File: config.mk
export PLATFORM = sky130hd
export DESIGN_NAME = pipe_run_ctrl
export DESIGN_NICKNAME = d
export VERILOG_FILES = /design/src/rtl/pipe_pkg.sv /design/src/rtl/sat_counter.sv /design/src/rtl/pipe_run_ctrl.sv
export SDC_FILE = /design/constraint.sdc
export NUM_CORES = 1
export LEC_CHECK = 0
export ABC_AREA = 1
export ABC_CLOCK_PERIOD_IN_PS = 2100
export CORE_UTILIZATION = 49
export CTS_BUF_LIST = sky130_fd_sc_hd__clkbuf_4 sky130_fd_sc_hd__clkbuf_8
export DETAILED_ROUTE_END_ITERATION = 10
export DONT_BUFFER_PORTS = 1
export HOLD_SLACK_MARGIN = 0.15
export PLACE_DENSITY = 0.73
export SLEW_MARGIN = 40
export SYNTH_ARGS = -nofsm -noshare
export SYNTH_HDL_FRONTEND = slang
export SYNTH_SLANG_ARGS = --single-unit
File: constraint.sdc
create_clock -name clk -period 2.1 [get_ports clk]
set_clock_uncertainty 0.05 [all_clocks]
set_input_delay 0.21 -clock clk [delete_from_list [all_inputs] [get_ports clk]]
set_output_delay 0.21 -clock clk [all_outputs]
set_load 0.1 [all_outputs]
File: src/rtl/pipe_pkg.sv
// Shared definitions for the pipeline run controller and the hazard unit:
// run-state encoding and the default pipeline depth.
package pipe_pkg;

  localparam int PIPE_DEPTH_DEF = 5;

  typedef enum logic [2:0] {
    S_IDLE  = 3'd0,
    S_INIT  = 3'd1,
    S_RUN   = 3'd2,
    S_DRAIN = 3'd3,
    S_DONE  = 3'd4
  } run_state_e;

endpackage

File: src/rtl/sat_counter.sv
// Saturating up-counter with synchronous clear; holds at all-ones instead of
// wrapping so long runs never report a misleadingly small count.
module sat_counter #(
  parameter int W = 32
) (
  input  logic         clk,
  input  logic         rst,
  input  logic         clr,
  input  logic         inc,
  output logic [W-1:0] count
);

  always_ff @(posedge clk) begin
    if (rst || clr) begin
      count <= '0;
    end else if (inc && (count != '1)) begin
      count <= count + W'(1);
    end
  end

endmodule

File: src/rtl/pipe_run_ctrl.sv
// Run controller for a classic 5-stage pipeline: start/init, hazard strobes,
// halt or watchdog drain, and cycle/retire statistics.
//
// state   | meaning
// IDLE    | waiting for startin, all enables off
// INIT    | one cycle: reset PC, bubble IF/ID and ID/EX, clear statistics
// RUN     | pipeline advancing; stall/branch/halt strobes active
// DRAIN   | fetch stopped, back half retires in-flight work for PIPE_DEPTH-1 cycles
// DONE    | one-cycle done pulse, statistics held
module pipe_run_ctrl
  import pipe_pkg::*;
#(
  parameter int PIPE_DEPTH = PIPE_DEPTH_DEF,
  parameter int CNT_W      = 32
) (
  input  logic             clk,
  input  logic             rst,
  input  logic             startin,
  input  logic             stall_req,
  input  logic             branch_taken,
  input  logic             halt_detect,
  input  logic             wb_valid,
  input  logic [CNT_W-1:0] max_cycles,
  output logic             pc_reset,
  output logic             pc_we,
  output logic             ifid_we,
  output logic             ifid_flush,
  output logic             idex_flush,
  output logic             run_en,
  output logic             busy,
  output logic             done,
  output logic             timeout,
  output logic [CNT_W-1:0] cycle_cnt,
  output logic [CNT_W-1:0] retire_cnt
);

  localparam int DRAIN_W = $clog2(PIPE_DEPTH);
  // Down-counter loaded with PIPE_DEPTH-2 so terminal count 0 marks the last drain cycle.
  localparam logic [DRAIN_W-1:0] DRAIN_LOAD = DRAIN_W'(PIPE_DEPTH - 2);

  run_state_e         state, state_nxt;
  logic [DRAIN_W-1:0] drain_cnt, drain_nxt;
  logic               timeout_nxt;
  logic               active;
  logic               wd_hit;

  assign active = (state == S_RUN) || (state == S_DRAIN);
  assign wd_hit = (max_cycles != '0) && (cycle_cnt == max_cycles - CNT_W'(1));

  always_ff @(posedge clk) begin
    if (rst) begin
      state     <= S_IDLE;
      drain_cnt <= '0;
      timeout   <= 1'b0;
    end else begin
      state     <= state_nxt;
      drain_cnt <= drain_nxt;
      timeout   <= timeout_nxt;
    end
  end

  always_comb begin
    state_nxt   = state;
    drain_nxt   = drain_cnt;
    timeout_nxt = timeout;
    pc_reset    = 1'b0;
    pc_we       = 1'b0;
    ifid_we     = 1'b0;
    ifid_flush  = 1'b0;
    idex_flush  = 1'b0;
    run_en      = 1'b0;
    busy        = 1'b0;
    done        = 1'b0;
    case (state)
      S_IDLE: begin
        if (startin) state_nxt = S_INIT;
      end
      S_INIT: begin
        busy        = 1'b1;
        pc_reset    = 1'b1;
        ifid_flush  = 1'b1;
        idex_flush  = 1'b1;
        timeout_nxt = 1'b0;
        state_nxt   = S_RUN;
      end
      S_RUN: begin
        busy    = 1'b1;
        run_en  = 1'b1;
        pc_we   = 1'b1;
        ifid_we = 1'b1;
        // Branch wins over stall and halt: the wrong-path work is squashed anyway.
        if (branch_taken) begin
          ifid_flush = 1'b1;
          idex_flush = 1'b1;
        end else if (stall_req) begin
          pc_we      = 1'b0;
          ifid_we    = 1'b0;
          idex_flush = 1'b1;
        end else if (halt_detect) begin
          pc_we      = 1'b0;
          ifid_flush = 1'b1;
        end
        if (wd_hit) begin
          timeout_nxt = 1'b1;
          drain_nxt   = DRAIN_LOAD;
          state_nxt   = S_DRAIN;
        end else if (halt_detect && !branch_taken && !stall_req) begin
          drain_nxt = DRAIN_LOAD;
          state_nxt = S_DRAIN;
        end
      end
      S_DRAIN: begin
        busy       = 1'b1;
        run_en     = 1'b1;
        idex_flush = 1'b1;
        if (drain_cnt == '0) begin
          state_nxt = S_DONE;
        end else begin
          drain_nxt = drain_cnt - DRAIN_W'(1);
        end
      end
      S_DONE: begin
        done      = 1'b1;
        state_nxt = S_IDLE;
      end
      default: state_nxt = S_IDLE;
    endcase
  end

  sat_counter #(.W(CNT_W)) u_cycle_cnt (
    .clk   (clk),
    .rst   (rst),
    .clr   (state == S_INIT),
    .inc   (active),
    .count (cycle_cnt)
  );

  sat_counter #(.W(CNT_W)) u_retire_cnt (
    .clk   (clk),
    .rst   (rst),
    .clr   (state == S_INIT),
    .inc   (active && wb_valid),
    .count (retire_cnt)
  );

endmodule
==> impl_metrics.yaml <==
drt:
  maxUsedRoutingLayer: "met4"
  met1_length_um: 6740
  routed_via_density: 5.43
  wl_um: 17600
  dr_wl_met2_um: 8810
  antenna_left: 0
  drt_iter0_drc: 412
  avgRoutedWirePerCell_um: 15.4
  vias: 6215
  dr.pass1.iters: 5
  wl_met3_um: 1400
  drcViolationCount: 0
floorplan:
  rows: 36
  core_um2: 9950
  die-area_um2: 10800
  initial_core_util_pct: 51.3
  die_h_um: 104
  ios: 112
  die_x_um: 104
setup_path:
  cp_top_family: "simple AND/OR/NAND/NOR gates"
  ff2ff_setup_slack_ps: -50
  reg2reg_to: "drain_cnt[0]"
  worstSetupPathDepth: 17
  cp-start-kind: "register"
  reg2reg_depth: 17
  end_kind: "register"
  path_buf_inv: 1
  critical_path.most_common_cell: "nand2_1"
  cp_slowest_cell: "dfxtp_4"
  critical_path_class: "reg2reg"
  critical_path_arrival_ps: 2400
  worstPathRequired_ps: 2350
  cp_max_fo: 6
  crit_chain: "buf_4 > nand2_1 > nand2_1 > nand2_1 > nor2_1 > nand2_1 > nor2_1 > nand2_1 > nor2_1 > nand2_1 > nor2_1 > nand2_2 > nand2_4 > nand2_4 > nand2_2 > nand2_2 > nor2_2"
  slowest_delay_ps: 340
  r2r_start: "u_cycle_cnt.count[2]"
global_route:
  grt_max_degree: 28
  grt_use_total_pct: 31.2
  gr-total-overflow: 0
  grt_pass1_vias: 5984
  antenna_found_initial: 0
  grt_pass1_wl_um: 27500
synth:
  yosysSeqAreaShare_pct: 27.9
  ys.flop_type: "dfxtp_1"
  synth_top_area_cell: "dfxtp_1"
  syn_inst: 858
  netlist_area_um2: 5100
  ys_async_sr_fraction_pct: 0
  yosysTopAreaCellShare_pct: 27.9
  yosysWarnings: 0
  synth_edf_count: 0
  ys_top_cells_by_count: "216 x nand2_1, 127 x inv_1, 125 x nor2_1, 71 x dfxtp_1, 57 x a21oi_1"
  synth_cell_type_count: 42
  postSynthAreaPerCell_um2: 5.95
  ys_ff_latch: 71
  synth_nets: 903
  yosysMostFrequentCell: "nand2_1"
  ys_top_cells_by_area: "dfxtp_1 28%, nand2_1 16%, inv_1 9.3%, nor2_1 9.2%, a21oi_1 5.6%"
cts:
  clkTransAtPathRegs_ps: 70
  clk_latency_ps: 360
  hold_buffers: 3
  cts_made_buffers: 9
  cts-htree-levels: 3
  cts_root_buffer: "clkbuf_8"
  max-clock-path-buffers: 2
  clkSinkCount: 71
  cts_tree: "yes"
finish:
  area_delta_synth_final_pct: 37.4
  layout.nets: 1052
  n_antenna_cell: 0
  nFillCells: 867
  drive_above_1_share_pct: 30.8
power:
  power.internal_mw: 2.54
  power_mw: 4.34
  p_per_area_nw_per_um2: 620
  netSwitchingFraction_pct: 41.6
  ir_drop_uv: 575
  p_leak_nw: 2.94
  switchingPower_mw: 1.81
  seqPwrFrac_pct: 33.2
  p_comb_share_pct: 42.0
  clkPwrFrac_pct: 24.8
place:
  io_buffer_count: 0
  hpwl_um: 13500
  gp_congestion: 0.991
status:
  status: "finished with violations"
  failed_checks: "hold timing, setup timing"
timing:
  period_share_pct: 103
  finalSetupViolCount: 5
  rsz0062_at_grt: "true"
  worst_pin_slew_ps: 609
  holdWs_ps: -145
  final_max_slew_viol_count: 0
  hold_viol: 4
  setup_ws_ps: -53.0
  finalCriticalPeriod_ps: 2150
  relSlewSlack_pct: 59.2
  fin_tns_setup_ps: -169
  max_freq_ghz: 0.464
job:
  drv_cap: 0
worst_hold_path:
  min-delay-start: "rst"
  hp-class: "in2reg"
  whs_endpoint: "drain_cnt[1]"
  hold_depth: 1
[per-stage QoR]
| stage | cell area (um^2) | std cells | utilization (%) | setup WS, ps |
|---|---|---|---|---|
| final | 7010 | 1145 | 70.4 | -53.0 |
| after global routing | 7010 | 1145 | 70.4 | -300 |
| after CTS | 6660 | 1133 | 66.9 | -68.0 |
| after detailed placement | 6370 | 1111 | 64.0 | -211 |
| after global placement | 6370 | 1111 | 64.0 | -66.4 |
| after floorplan | 5240 | 858 | - | -720 |
[timing repair]
item | in CTS | in global routing
gates resized for setup | 15 | 69
setup buffers | 5 | 12
pin swaps | 15 | 27
setup endpoints to repair | 8 | 31
endpoints found under the hold margin | 7 | 4
[state kept, by name, summed over array words and instances (netlist names)]
signal	count
u_cycle_cnt.count	32
state	3
timeout	1
drain_cnt	3
u_retire_cnt.count	32
[logic make-up after synthesis]
kind of cell / share of synthesized area [%]
XOR/XNOR: 5.08
flip-flops: 27.9
AO/OA/AOI/OAI: 12.5
AND/OR/NAND/NOR: 42.6
buffers and inverters: 10.5
adder cells (fa/ha/maj): 1.47
[worst reg2reg max path: stages, from the launching register on]
cell and delay (ps):
dfxtp_4 340, buf_4 290, nand2_1 100, nand2_1 60, nand2_1 50, nor2_1 90
nand2_1 60, nor2_1 80, nand2_1 110, nor2_1 130, nand2_1 60, nor2_1 160
nand2_2 110, nand2_4 120, nand2_4 70, nand2_2 80, nand2_2 50, nor2_2 90
[power by group through the flow]
stage	Clock [mW]	Sequential [mW]	Combinational (mW)
floorplan	0	1.59	1.03
global placement	0	1.46	1.60
detailed placement	0	1.46	1.64
CTS	1.09	1.44	1.70
global route	1.14	1.45	1.94
finish	1.08	1.44	1.82
[layout make-up]
class / instances / area (um^2) / area share (%)
inverters: 132 / 505 / 7.21
clock inverters: 5 / 48.8 / 0.696
repair buffers: 146 / 1160 / 16.6
well taps: 133 / 166 / 2.37
clock buffers: 11 / 139 / 1.98
flip-flops and latches: 71 / 1510 / 21.5
multi-input cells: 647 / 3480 / 49.6
[routing by layer]
layer	global-route usage, %	vias up
li1	-	3072
met1	34.8	2835
met2	56.2	260
met3	6.27	48
met4	15.2	0
met5	0	-
[worst max path at each step]
stage / start / endpoint / slack (ps)
after global routing: u_cycle_cnt.count[0] / drain_cnt[0] / -300
after CTS: u_cycle_cnt.count[0] / drain_cnt[0] / -70
after detailed placement: max_cycles[0] / drain_cnt[0] / -210
after global placement: max_cycles[0] / drain_cnt[0] / -70
final: u_cycle_cnt.count[2] / drain_cnt[0] / -50
after floorplan: state[1] / pc_we / -720
[cell usage in the layout (no fill, tap or decap), types with 14 or more instances in the layout]
cell type | Yosys | final
inv_1 | 127 | 122
nand3_1 | 48 | 39
buf_4 | 0 | 134
nand2_1 | 216 | 206
nor2_2 | 13 | 25
nor2_1 | 125 | 107
xor2_1 | 17 | 17
dfxtp_1 | 71 | 14
nand4_1 | 23 | 23
a21oi_1 | 57 | 51
nor3_1 | 35 | 26
dfxtp_2 | 0 | 51
o21ai_0 | 43 | 38
Note: power is estimated with default switching activity, not from simulation.
